[src/rtl/cmd_queue_pkg.sv]
// Shared types and defaults for the command queue and its round-robin arbiter.
// cmd_t is the native command word; CMD_W defaults to its width.
package cmd_queue_pkg;

  typedef struct packed {
    logic [2:0] opcode;
    logic [4:0] operand;
  } cmd_t;

  localparam int CMDQ_DEPTH_DFLT = 16;
  localparam int CMDQ_NCH_DFLT   = 2;

  // Index width that stays legal for a single-channel build.
  function automatic int cmdq_idx_w(input int n);
    return (n > 1) ? $clog2(n) : 1;
  endfunction

endpackage

[src/rtl/cmdq_rr_arb.sv]
// Round-robin grant among NCH requesters; search starts one past the last grant.
// Channel 0 has first priority out of reset.
module cmdq_rr_arb
  import cmd_queue_pkg::*;
#(
  parameter int NCH = CMDQ_NCH_DFLT,
  localparam int IDX_W = cmdq_idx_w(NCH)
) (
  input  logic             i_clk,
  input  logic             i_rstn,
  input  logic [NCH-1:0]   i_req,
  input  logic             i_en,
  output logic [NCH-1:0]   o_gnt,
  output logic [IDX_W-1:0] o_gnt_idx,
  output logic             o_gnt_vld
);

  logic [IDX_W-1:0] r_start;

  always_comb begin
    int c;
    o_gnt     = '0;
    o_gnt_idx = '0;
    o_gnt_vld = 1'b0;
    c         = 0;
    for (int k = 0; k < NCH; k++) begin
      c = int'(r_start) + k;
      if (c >= NCH) c = c - NCH;
      if (i_en && !o_gnt_vld && i_req[c]) begin
        o_gnt[c]  = 1'b1;
        o_gnt_idx = IDX_W'(c);
        o_gnt_vld = 1'b1;
      end
    end
  end

  // A grant always completes a push, so the pointer moves on every grant.
  always_ff @(posedge i_clk or negedge i_rstn) begin
    if (!i_rstn) begin
      r_start <= '0;
    end else if (o_gnt_vld) begin
      r_start <= (o_gnt_idx == IDX_W'(NCH - 1)) ? '0 : o_gnt_idx + 1'b1;
    end
  end

endmodule

[src/rtl/cmd_queue.sv]
// Multi-producer command FIFO with round-robin push arbitration and a registered
// show-ahead head. Define CMD_QUEUE_STATS_EN to build the push/pop/high-water counters.
module cmd_queue
  import cmd_queue_pkg::*;
#(
  parameter int CMD_W = $bits(cmd_t),
  parameter int DEPTH = CMDQ_DEPTH_DFLT,
  parameter int NCH   = CMDQ_NCH_DFLT
) (
  input  logic                       i_clk,
  input  logic                       i_rstn,
  input  logic [NCH-1:0]             i_push_valid,
  input  logic [NCH*CMD_W-1:0]       i_push_cmd,
  output logic [NCH-1:0]             o_push_ready,
  input  logic                       i_flush,
  output logic [CMD_W-1:0]           queue_cmd,
  output logic                       queue_empty,
  input  logic                       issuer_rd_queue,
  output logic [$clog2(DEPTH+1)-1:0] o_count,
  output logic                       o_underflow,
  output logic                       o_idle,
  output logic [31:0]                o_push_cnt,
  output logic [31:0]                o_pop_cnt,
  output logic [31:0]                o_max_level
);

  localparam int AW    = $clog2(DEPTH);
  localparam int PTR_W = AW + 1;
  localparam int CNT_W = $clog2(DEPTH + 1);
  localparam int IDX_W = cmdq_idx_w(NCH);

  logic [CMD_W-1:0] r_mem [DEPTH];
  logic [PTR_W-1:0] r_wr_ptr;
  logic [PTR_W-1:0] r_rd_ptr;
  logic [CNT_W-1:0] r_count;
  logic [CMD_W-1:0] r_queue_cmd;
  logic             r_underflow;

  logic             w_full;
  logic             w_empty;
  logic             w_push;
  logic             w_pop;
  logic [IDX_W-1:0] w_gnt_idx;
  logic [CMD_W-1:0] w_push_data;
  logic [PTR_W-1:0] w_rd_ptr_nxt;
  logic [AW-1:0]    w_wr_idx;
  logic [AW-1:0]    w_rd_nxt_idx;
  logic [CNT_W-1:0] w_count_nxt;

  assign w_full  = (r_wr_ptr[AW-1:0] == r_rd_ptr[AW-1:0]) && (r_wr_ptr[AW] != r_rd_ptr[AW]);
  assign w_empty = (r_wr_ptr == r_rd_ptr);

  cmdq_rr_arb #(.NCH(NCH)) u_arb (
    .i_clk     (i_clk),
    .i_rstn    (i_rstn),
    .i_req     (i_push_valid),
    .i_en      (!w_full && !i_flush),
    .o_gnt     (o_push_ready),
    .o_gnt_idx (w_gnt_idx),
    .o_gnt_vld (w_push)
  );

  assign w_push_data  = i_push_cmd[w_gnt_idx*CMD_W +: CMD_W];
  assign w_pop        = issuer_rd_queue && !w_empty && !i_flush;
  assign w_rd_ptr_nxt = r_rd_ptr + PTR_W'(w_pop);
  assign w_wr_idx     = r_wr_ptr[AW-1:0];
  assign w_rd_nxt_idx = w_rd_ptr_nxt[AW-1:0];

  always_comb begin
    w_count_nxt = r_count;
    case ({w_push, w_pop})
      2'b10:   w_count_nxt = r_count + 1'b1;
      2'b01:   w_count_nxt = r_count - 1'b1;
      default: w_count_nxt = r_count;
    endcase
  end

  always_ff @(posedge i_clk) begin
    if (w_push) r_mem[w_wr_idx] <= w_push_data;
  end

  // Head register bypasses the array when the new head is the word being written.
  always_ff @(posedge i_clk or negedge i_rstn) begin
    if (!i_rstn) begin
      r_wr_ptr    <= '0;
      r_rd_ptr    <= '0;
      r_count     <= '0;
      r_queue_cmd <= '0;
      r_underflow <= 1'b0;
    end else if (i_flush) begin
      r_wr_ptr <= '0;
      r_rd_ptr <= '0;
      r_count  <= '0;
    end else begin
      r_wr_ptr <= r_wr_ptr + PTR_W'(w_push);
      r_rd_ptr <= w_rd_ptr_nxt;
      r_count  <= w_count_nxt;
      if (w_count_nxt != '0) begin
        r_queue_cmd <= (w_push && (w_wr_idx == w_rd_nxt_idx)) ? w_push_data : r_mem[w_rd_nxt_idx];
      end
      if (issuer_rd_queue && w_empty) r_underflow <= 1'b1;
    end
  end

  assign queue_cmd   = r_queue_cmd;
  assign queue_empty = w_empty;
  assign o_count     = r_count;
  assign o_underflow = r_underflow;
  assign o_idle      = w_empty && !(|i_push_valid);

`ifdef CMD_QUEUE_STATS_EN
  logic [31:0] r_push_cnt;
  logic [31:0] r_pop_cnt;
  logic [31:0] r_max_level;

  always_ff @(posedge i_clk or negedge i_rstn) begin
    if (!i_rstn) begin
      r_push_cnt  <= '0;
      r_pop_cnt   <= '0;
      r_max_level <= '0;
    end else begin
      if (w_push && (r_push_cnt != '1)) r_push_cnt <= r_push_cnt + 1'b1;
      if (w_pop && (r_pop_cnt != '1))   r_pop_cnt  <= r_pop_cnt + 1'b1;
      if (32'(w_count_nxt) > r_max_level) r_max_level <= 32'(w_count_nxt);
    end
  end

  assign o_push_cnt  = r_push_cnt;
  assign o_pop_cnt   = r_pop_cnt;
  assign o_max_level = r_max_level;
`else
  assign o_push_cnt  = '0;
  assign o_pop_cnt   = '0;
  assign o_max_level = '0;
`endif

endmodule

[config.mk]
export PLATFORM = sky130hd
export DESIGN_NAME = cmd_queue
export DESIGN_NICKNAME = d
export VERILOG_FILES = /design/src/rtl/cmd_queue_pkg.sv /design/src/rtl/cmdq_rr_arb.sv /design/src/rtl/cmd_queue.sv
export SDC_FILE = /design/constraint.sdc
export NUM_CORES = 1
export LEC_CHECK = 0
export BUFFER_PORTS_ARGS = -buffer_cell sky130_fd_sc_hd__buf_4
export CORE_MARGIN = 3
export CORE_UTILIZATION = 35
export DETAILED_ROUTE_END_ITERATION = 10
export GPL_TIMING_DRIVEN = 1
export PLACE_DENSITY = 0.61
export REMOVE_ABC_BUFFERS = 1
export SYNTH_ARGS = -nofsm -noshare
export SYNTH_HDL_FRONTEND = slang
export SYNTH_HIERARCHICAL = 1
export SYNTH_SLANG_ARGS = --single-unit
[constraint.sdc]
create_clock -name i_clk -period 8.6 [get_ports i_clk]
set_input_delay 1.72 -clock i_clk [delete_from_list [all_inputs] [get_ports i_clk]]
set_output_delay 1.72 -clock i_clk [all_outputs]
set_load 0.005 [all_outputs]
# After elaboration in Yosys (flattened, before gate mapping)

Memories as Yosys holds them, arrays and structs flattened. A register that Yosys moved wholly into a read port is not among the register bits.
Index checks and enable logic that the tools add are counted.

Memories: 1
Bits in writable memories: 128
Input port bits: 22
Register bits: 17

Memories:

| memory | depth | width | read ports | clocked after Yosys merged registers in | write ports | line            | RTL |
|---|---|---|---|---|---|---|---|
| r_mem  | 16    | 8     | 1          | 1                                       | 1           | cmd_queue.sv:32 | `logic [CMD_W-1:0] r_mem [DEPTH];` |

Magnitude comparators: 6
$add $sub $neg: 8
Reduce and logical (&&, ||, !) cells: 21
Equal/unequal tests: 5
Muxes and demuxes: 25
Shift-type cells: 1
Bitwise logic cells: 2

Operators with widths:

| kind                  | number |
|---|---|
| $ge 32x1->1 const B   | 2 |
| $lt 32x3->1 const B   | 2 |
| $mux 32               | 2 |
| $ge 32x3->1 const B   | 1 |
| $sub 32x3->32 const B | 1 |
| $shiftx 16x5->8       | 1 |
| $mux 1                | 15 |
| $mux 5                | 3 |
| $logic_and 1x1->1     | 11 |
| $add 5x1->5           | 2 |
| $pmux 5 s2            | 1 |
| $logic_not 1->1       | 6 |
| $add 5x1->5 const B   | 1 |
| $eq 5x5->1            | 1 |
| $reduce_bool 5->1     | 1 |
| $sub 5x1->5 const B   | 1 |
| $eq 4x4->1            | 1 |
| $mux 2                | 2 |
| $reduce_and 2->1      | 2 |
| $sub 1x2->3 const B   | 1 |
| $add 1x1->2 const B   | 1 |
| $demux 1 s1           | 2 |
| $eq 2x1->1 const B    | 1 |
| $eq 2x2->1 const B    | 1 |
| 6 further kinds       | 6 |

# Longest topological paths before layout

Gate-level depths: netlist (run 1).

Depth after elaboration: 15
Gate-level depth with buffers: 16

# By module

The synthesis (run 1) kept the hierarchy.

Modules (own cells, without submodules):

| module      | area each (um2) | times used | cells each |
|---|---|---|---|
| cmd_queue   | 7229.4          | 1          | 471 |
| cmdq_rr_arb | 73.8            | 1          | 10 |

# Least setup slack after synthesis (run 1)

OpenSTA, ideal clock, no wires.

Path type: input -> register
Start: input port i_flush
End: register r_queue_cmd[0], in the netlist queue_cmd[0], read port of r_mem
Library setup time: 0.125 ns
Path slack: 4.128 ns
Cell stages on the path: 13
Data arrival time: 4.348 ns
Cell sequence: clkbuf_1 a21oi_1 o21a_1 inv_1 ha_1 xor2_1 ha_1 inv_1 o311ai_0 o21ai_0 xnor2_1 a41oi_2 mux2_2

Cells in the longest elaborated chain, start to end: 12
Elaborated cells on any way between the ends: 16

Ends and longest elaborated chain:

| item                                     | line              | RTL |
|---|---|---|
| from (decl)                              | cmd_queue.sv:15   | `input logic i_flush,` |
| $logic_not 1->1 (*)                      | cmd_queue.sv:57   | `.i_en (!w_full && !i_flush),` |
| $logic_and 1x1->1 (*)                    | cmd_queue.sv:57   |  |
| $logic_and 1x1->1                        | cmdq_rr_arb.sv:29 | `if (i_en && !o_gnt_vld && i_req[c]) begin` |
| $mux 1                                   | cmdq_rr_arb.sv:29 |  |
| $logic_not 1->1                          | cmdq_rr_arb.sv:29 |  |
| $logic_and 1x1->1 (2 in a row)           | cmdq_rr_arb.sv:29 |  |
| $mux 1 (*)                               | cmdq_rr_arb.sv:29 |  |
| via w_push                               | cmd_queue.sv:41   | `logic w_push;` |
| $eq 2x1->1 or $eq 2x2->1 (tied branches) | cmd_queue.sv:71   | `case ({w_push, w_pop})` |
| $pmux 5 s2 (*)                           | cmd_queue.sv:71   |  |
| $reduce_bool 5->1 (*)                    | cmd_queue.sv:98   | `if (w_count_nxt != '0) begin` |
| $reduce_and 2->1 (no source line) (*)    | n/a               |  |
| to (decl)                                | cmd_queue.sv:36   | `logic [CMD_W-1:0] r_queue_cmd;` |

Mark *: on every way through the listed nets, which the timed path passes. The rest lies on a longest branch.
A chain may end at the register's enable or synchronous reset.

# Worst setup path in the final report (run 1)

Ends and elaborated chain as after synthesis.

==> results.sh, run 1 <==
export IMPL_status="completed"
export IMPL_drive_gt1_frac=0.240
export IMPL_endpoint_kind="flop"
export IMPL_ir_worst_vdd_uv=109
export IMPL_setup_viol=0
export IMPL_multi_input_area_mm2=0.00233
export IMPL_powerDensity_mw_per_mm2=229
export IMPL_vias=3741
export IMPL_cts_resized=0
export IMPL_drt_iter0_markers=180
export IMPL_grt_util_met2=0.200
export IMPL_top_usage_layer="met2"
export IMPL_diodes=0
export IMPL_maxCapViolations=0
export IMPL_tns_ns=0
export IMPL_routabilityCongestion=0.836
export IMPL_clk_pin_slew_worst_paths_ns=0.06
export IMPL_drc_errors=0
export IMPL_met1_usage=0.159
export IMPL_grt_overflow=0
export IMPL_viasPerCell=4.63
export IMPL_fin_crit_ns=4.53
export IMPL_crit_arrival_ns=4.83
export IMPL_cts_tree="yes"
export IMPL_postCtsSetupBuffers=0
export IMPL_hp_class="reg -> reg"
export IMPL_fin_crit_sh=0.527
export IMPL_core_mm2=0.0204
export IMPL_cts_sinks=153
export IMPL_worst_slew_margin_rel=0.395
export IMPL_die_h_um=150
export IMPL_instances_no_fill=808
export IMPL_cp_required_ns=8.90
export IMPL_wl_per_cell_um=16.7
export IMPL_portBuffers=39
export IMPL_die_w_um=150
export IMPL_async_flop_share=0.163
export IMPL_std_cell_rows=52
export IMPL_cts_buffer_depth=2
export IMPL_register_area_mm2=0.00447
export IMPL_area_growth_pct=11.3
export IMPL_ys_seq_area_frac=0.612
export IMPL_p_leak_nw=2.98
export IMPL_grt_pass1_vias=3669
export IMPL_antenna_found_initial=0
export IMPL_max_freq_mhz=221
export IMPL_syn_area_mm2=0.00730
export IMPL_h_tree_depth=4
export IMPL_synth_edf_count=128
export IMPL_hpwl_mm=9.16
export IMPL_nFillCells=1842
export IMPL_grt_usage=0.122
export IMPL_numCtsBuffers=17
export IMPL_grt_pass1_wl_mm=20.7
export IMPL_skew_ns=0.0149
export IMPL_worst_path_max_fanout=18
export IMPL_first_pass_iters=4
export IMPL_hold_violations=0
export IMPL_rsz0062_at_grt="false"
export IMPL_slew_viol_final=0
export IMPL_cts_hold_buffers=0
export IMPL_synthCells=481
export IMPL_dieArea_mm2=0.0226
export IMPL_crit_path_start_kind="input pin"
export IMPL_wl_mm=13.5
export IMPL_synth_cell_types=44
export IMPL_synth_avg_cell_area_um2=15.2
export IMPL_io_pins=136
export IMPL_yosysWarnings=6
export IMPL_worst_setup_path_type="in -> reg"
export IMPL_synth_main_ff_cell="edfxtp_1"
export IMPL_use_met3=0.0361
export IMPL_insertion_delay_ns=0.42
export IMPL_grt_max_degree=35
export IMPL_tightest_slew_ns=0.904
export IMPL_drtAntennaViolNets=0
export IMPL_start_util=0.359
export IMPL_nets=554
export IMPL_dp_cells=776
export IMPL_fin_total_pwr_mw=1.86
export IMPL_synth_seq_cells=153
export IMPL_cts_root_buf="clkbuf_16"
-- cell type report --
cell class                 count  area share
tap                          270      0.0416
clock inverter                 9      0.0172
sequential                   153       0.550
inverter                       6     0.00277
clock buffer                  23      0.0576
timing repair buffer          47      0.0434
multi-input combinational    300       0.287
-- power by group --
group          switching, mW  leakage (nW)  internal (mW)
clock                  0.286         0.289          0.475
combinational          0.109          1.22          0.117
sequential            0.0306          1.47          0.841
total                  0.426          2.98           1.43
-- state kept, by name, indices dropped and copies added, names as in the netlist, named ones only --
signal,flops
r_wr_ptr,5
r_mem,128
o_count,5
r_rd_ptr,5
queue_cmd,8
o_underflow,1
-- metrics by stage --
step / hold WS (ns) / worst slack, ns / utilization / cell area (um^2)
5_1_grt: 0.505 / 3.79 / 0.399 / 8130
3_3_place_gp: 0.458 / 3.75 / 0.369 / 7520
2_1_floorplan: 0.466 / 3.68 / - / 6820
4_1_cts: 0.477 / 4.07 / 0.399 / 8130
6_report: 0.475 / 4.07 / 0.399 / 8130
3_5_place_dp: 0.464 / 3.68 / 0.369 / 7520
-- layout by cell type, fill, tap and decap left out, types with 2 or more instances in the layout --
master	instances
clkbuf_1	4
clkbuf_16	17
nand2_1	21
a31oi_1	9
a21oi_1	8
and2_1	9
nand3_1	7
inv_6	3
ha_1	6
xor2_1	12
dfrtp_1	25
xnor2_1	8
mux4_1	8
conb_1	96
inv_1	6
mux2_2	24
nand2b_1	3
bufinv_16	3
nor4_1	2
a211oi_1	8
buf_4	47
nor2_1	25
mux4_2	24
nor3_1	5
nor2b_1	5
nand3b_1	2
clkinvlp_4	2
clkbuf_8	2
edfxtp_1	128
o21ai_0	3
-- critical path: stages --
cell      delay [ns]
buf_4           0.18
a21oi_1         0.25
o21a_1          0.29
inv_1           0.11
ha_1            0.29
xor2_1          0.19
ha_1            0.22
inv_1           0.05
o311ai_0        0.29
o21ai_0         0.17
xnor2_1         0.18
a41oi_2         0.49
mux2_2          0.40
-- routing by layer --
| layer | vias up | wire [um] |
|---|---|---|
| li1 | 1677 | - |
| met1 | 1901 | 5620 |
| met2 | 157 | 6860 |
| met3 | 6 | 898 |
| met4 | 0 | 73 |
| met5 | - | 0 |
-- cell families (layout without fill, tap and decap cells) --
logic type / count (synthesis) / count (layout) / synth area share
flip-flops: 153 / 153 / 0.612
buffers and inverters: 123 / 85 / 0.118
AND/OR/NAND/NOR: 84 / 84 / 0.0567
multiplexers: 57 / 57 / 0.141
AO/OA/AOI/OAI: 35 / 35 / 0.0324
XOR/XNOR: 21 / 21 / 0.0278
adder cells (fa/ha/maj): 7 / 7 / 0.0120
other: 1 / 96 / 0.000513
-- final timing paths --
kind / start / end / slack, ns / cells after the start
min reg2reg: o_underflow / o_underflow / 0.48 / 1
max: i_flush / queue_cmd[0] / 4.07 / 13
max in group asynchronous: i_rstn / r_rd_ptr[2] / 7.12 / 1
min in group asynchronous: i_rstn / asynchronous set/reset pin / 1.21 / 1
min: o_underflow / o_underflow / 0.48 / 1
max reg2reg: r_wr_ptr[2] / queue_cmd[2] / 4.19 / 13
-- cells in the mapped netlist, types with 2 or more instances --
| cell type | n | area, um^2 |
|---|---|---|
| nand2_1 | 21 | 78.8 |
| buf_1 | 3 | 11.3 |
| o21ai_0 | 3 | 15.0 |
| nand3_1 | 7 | 35.0 |
| a31oi_1 | 9 | 56.3 |
| a211oi_1 | 8 | 60.1 |
| nor3_1 | 5 | 25.0 |
| xnor2_1 | 8 | 70.1 |
| nor2_1 | 25 | 93.8 |
| mux2_2 | 24 | 270 |
| nor4_1 | 2 | 12.5 |
| clkbuf_1 | 10 | 37.5 |
| nor2b_1 | 5 | 31.3 |
| dfrtp_1 | 25 | 626 |
| a21oi_1 | 8 | 40.0 |
| nand2b_1 | 3 | 18.8 |
| mux4_1 | 8 | 210 |
| mux4_2 | 24 | 541 |
| and2_1 | 9 | 56.3 |
| nand3b_1 | 2 | 15.0 |
| ha_1 | 7 | 87.6 |
| inv_1 | 6 | 22.5 |
| xor2_1 | 12 | 105 |
| buf_4 | 98 | 736 |
| buf_2 | 3 | 15.0 |
| edfxtp_1 | 128 | 3840 |
(Power assumes the default switching activity.)
==> run 2, diff against run 1 <==
--- a/config.mk
+++ b/config.mk
@@ -10,7 +10,7 @@
 export CORE_UTILIZATION = 35
 export DETAILED_ROUTE_END_ITERATION = 10
 export GPL_TIMING_DRIVEN = 1
-export PLACE_DENSITY = 0.61
+export PLACE_DENSITY = 0.63
 export REMOVE_ABC_BUFFERS = 1
 export SYNTH_ARGS = -nofsm -noshare
 export SYNTH_HDL_FRONTEND = slang
==> constraint.sdc (replaced) <==
create_clock -name i_clk -period 3.92 [get_ports i_clk]
set_input_delay 0.784 -clock i_clk [delete_from_list [all_inputs] [get_ports i_clk]]
set_output_delay 0.784 -clock i_clk [all_outputs]
set_load 0.005 [all_outputs]
==> run 2 against run 1 <==
Total power rose by 120%. Highest routed layer unchanged. Combinational power rose by 140%. Sequential share of layout area fell by 0.60 points. Critical path type is now reg -> reg. Register-to-register slack got worse by 4.0 ns. First-iteration DRC count rose by 0.56%. Critical endpoint is now queue_cmd[3]. Utilization rose by 0.44 points.
==> results.sh, run 2 (synthesis gave the netlist of run 1 again) <==
export IMPL_std_cell_rows=52
export IMPL_drc_errors=0
export IMPL_portBuffers=39
export IMPL_largest_reg_flops=128
export IMPL_tns_ns=0
export IMPL_reg2reg_depth=13
export IMPL_regMostFlops="r_mem"
export IMPL_path_common_cell="mux2_2"
export IMPL_antenna_found_initial=0
export IMPL_grt_pass1_vias=3808
export IMPL_dieArea_mm2=0.0226
export IMPL_wl_per_cell_um=18.0
export IMPL_core_mm2=0.0204
export IMPL_wl_mm=14.7
export IMPL_hpwl_mm=9.87
export IMPL_maxCapViolations=0
export IMPL_insertion_delay_ns=0.43
export IMPL_endpoint_kind="flop"
export IMPL_setup_viol=0
export IMPL_cts_tree="yes"
export IMPL_drive_gt1_frac=0.270
export IMPL_status="completed"
export IMPL_grt_max_degree=35
export IMPL_routabilityCongestion=0.793
export IMPL_grt_pass1_wl_mm=22.5
export IMPL_mostFrequentLayoutCell="edfxtp_1"
export IMPL_worst_path_max_fanout=23
export IMPL_postCtsSetupBuffers=0
export IMPL_worst_slew_margin_rel=0.330
export IMPL_drtAntennaViolNets=0
export IMPL_r2r_start="r_rd_ptr[2]"
export IMPL_hp_class="in -> async"
export IMPL_max_freq_mhz=270
export IMPL_tightest_slew_ns=1.00
export IMPL_area_growth_pct=12.5
export IMPL_slew_viol_final=0
export IMPL_final_cell_mix="edfxtp_1 (128), conb_1 (96), buf_4 (55)"
export IMPL_grt_overflow=0
export IMPL_hold_violations=0
export IMPL_cts_buffer_depth=2
export IMPL_reg2reg_slack_ns=0.21
export IMPL_vias=3824
export IMPL_crit_path_start_kind="flop"
export IMPL_start_util=0.359
export IMPL_worst_setup_path_type="reg -> reg"
export IMPL_cp_required_ns=4.24
export IMPL_die_h_um=150
export IMPL_grt_usage=0.135
export IMPL_instances_no_fill=819
export IMPL_skew_ns=0.0160
export IMPL_powerDensity_mw_per_mm2=487
export IMPL_viasPerCell=4.67
export IMPL_cp_depth=13
export IMPL_critPathBufInv=2
export IMPL_ir_worst_vdd_uv=197
export IMPL_final_core_util=0.403
export IMPL_diodes=0
export IMPL_nets=565
export IMPL_crit_end="queue_cmd[3]"
export IMPL_die_w_um=150
export IMPL_fin_crit_ns=3.71
export IMPL_dp_cells=787
export IMPL_crit_family="multiplexers"
export IMPL_fin_crit_sh=0.946
export IMPL_first_pass_iters=4
export IMPL_cp_cell_sequence="xor2_1 > nor4_2 > inv_1 > nor2_2 > nor3b_2 > ha_2 > buf_12 > mux4_1 > and2_1 > a211oi_1 > a31oi_1 > mux2_2 > mux2_2"
export IMPL_h_tree_depth=4
export IMPL_max_stage_delay_ns=0.56
export IMPL_drt_iter0_markers=181
export IMPL_cts_sinks=153
export IMPL_crit_arrival_ns=4.03
export IMPL_numCtsBuffers=17
export IMPL_cts_root_buf="clkbuf_16"
export IMPL_slowest_stage="mux4_1"
export IMPL_r2r_end="queue_cmd[3]"
export IMPL_clk_pin_slew_worst_paths_ns=0.07
export IMPL_io_pins=136
export IMPL_crit_start="r_rd_ptr[2]"
export IMPL_p_leak_nw=3.03
-- run 2: power by group --
part	internal [mW]	total [mW]	switching, mW
registers	1.84	1.90	0.0562
clock network	0.885	1.57	0.683
logic	0.278	0.534	0.256
-- run 2: how the worst min path moves through the flow --
stage | startpoint | endpoint | slack, ns | depth (start not counted)
finish | i_rstn | o_underflow | 0.27 | 1
global route | i_rstn | queue_cmd[3] | 0.28 | 1
CTS | i_rstn | r_rd_ptr[4] | 0.27 | 1
detailed placement | o_underflow | o_underflow | 0.46 | 1
global placement | o_underflow | o_underflow | 0.46 | 1
floorplan | o_underflow | o_underflow | 0.47 | 1
-- run 2: timing repair --
action	CTS	global route
setup endpoints to repair	0	8
resized for setup	0	6
hold buffers	0	0
-- run 2: area by class of cell --
type / instances / area [um^2]
timing repair buffer: 58 / 464
sequential: 153 / 4470
tap: 270 / 338
multi-input combinational: 300 / 2360
fill: 1850 / 12100
clock inverter: 15 / 140
clock buffer: 17 / 425
inverter: 6 / 22.5
-- run 2: metrics by stage --
stage	worst slack (ns)	hold slack (ns)	total power, mW	cell area (um^2)
after floorplan	-0.459	0.466	2.23	6820
after global placement	0.0922	0.460	2.47	7620
after global routing	-0.0181	0.282	4.18	8220
after CTS	0.0468	0.274	4.04	8190
final	0.210	0.268	4.00	8220
after detailed placement	0.0703	0.459	2.48	7620
-- run 2: worst register-to-register path, delay by kind of cell (launching register included) --
kind	cells	cell delay, ns
DFF	1	0.44
AOI/OAI and AO/OA	2	0.40
adders and majority gates	1	0.35
buffers and inverters	2	0.33
and+or+nand+nor	4	0.78
xor gates and xnor gates	1	0.19
muxes	3	1.11
-- run 2: layer usage --
layer	wire length [um]	GRT usage	up-vias
met5	0	0	-
met4	144	0.0425	0
met3	1070	0.0340	13
met2	7600	0.229	162
met1	5900	0.170	1948
li1	-	-	1701
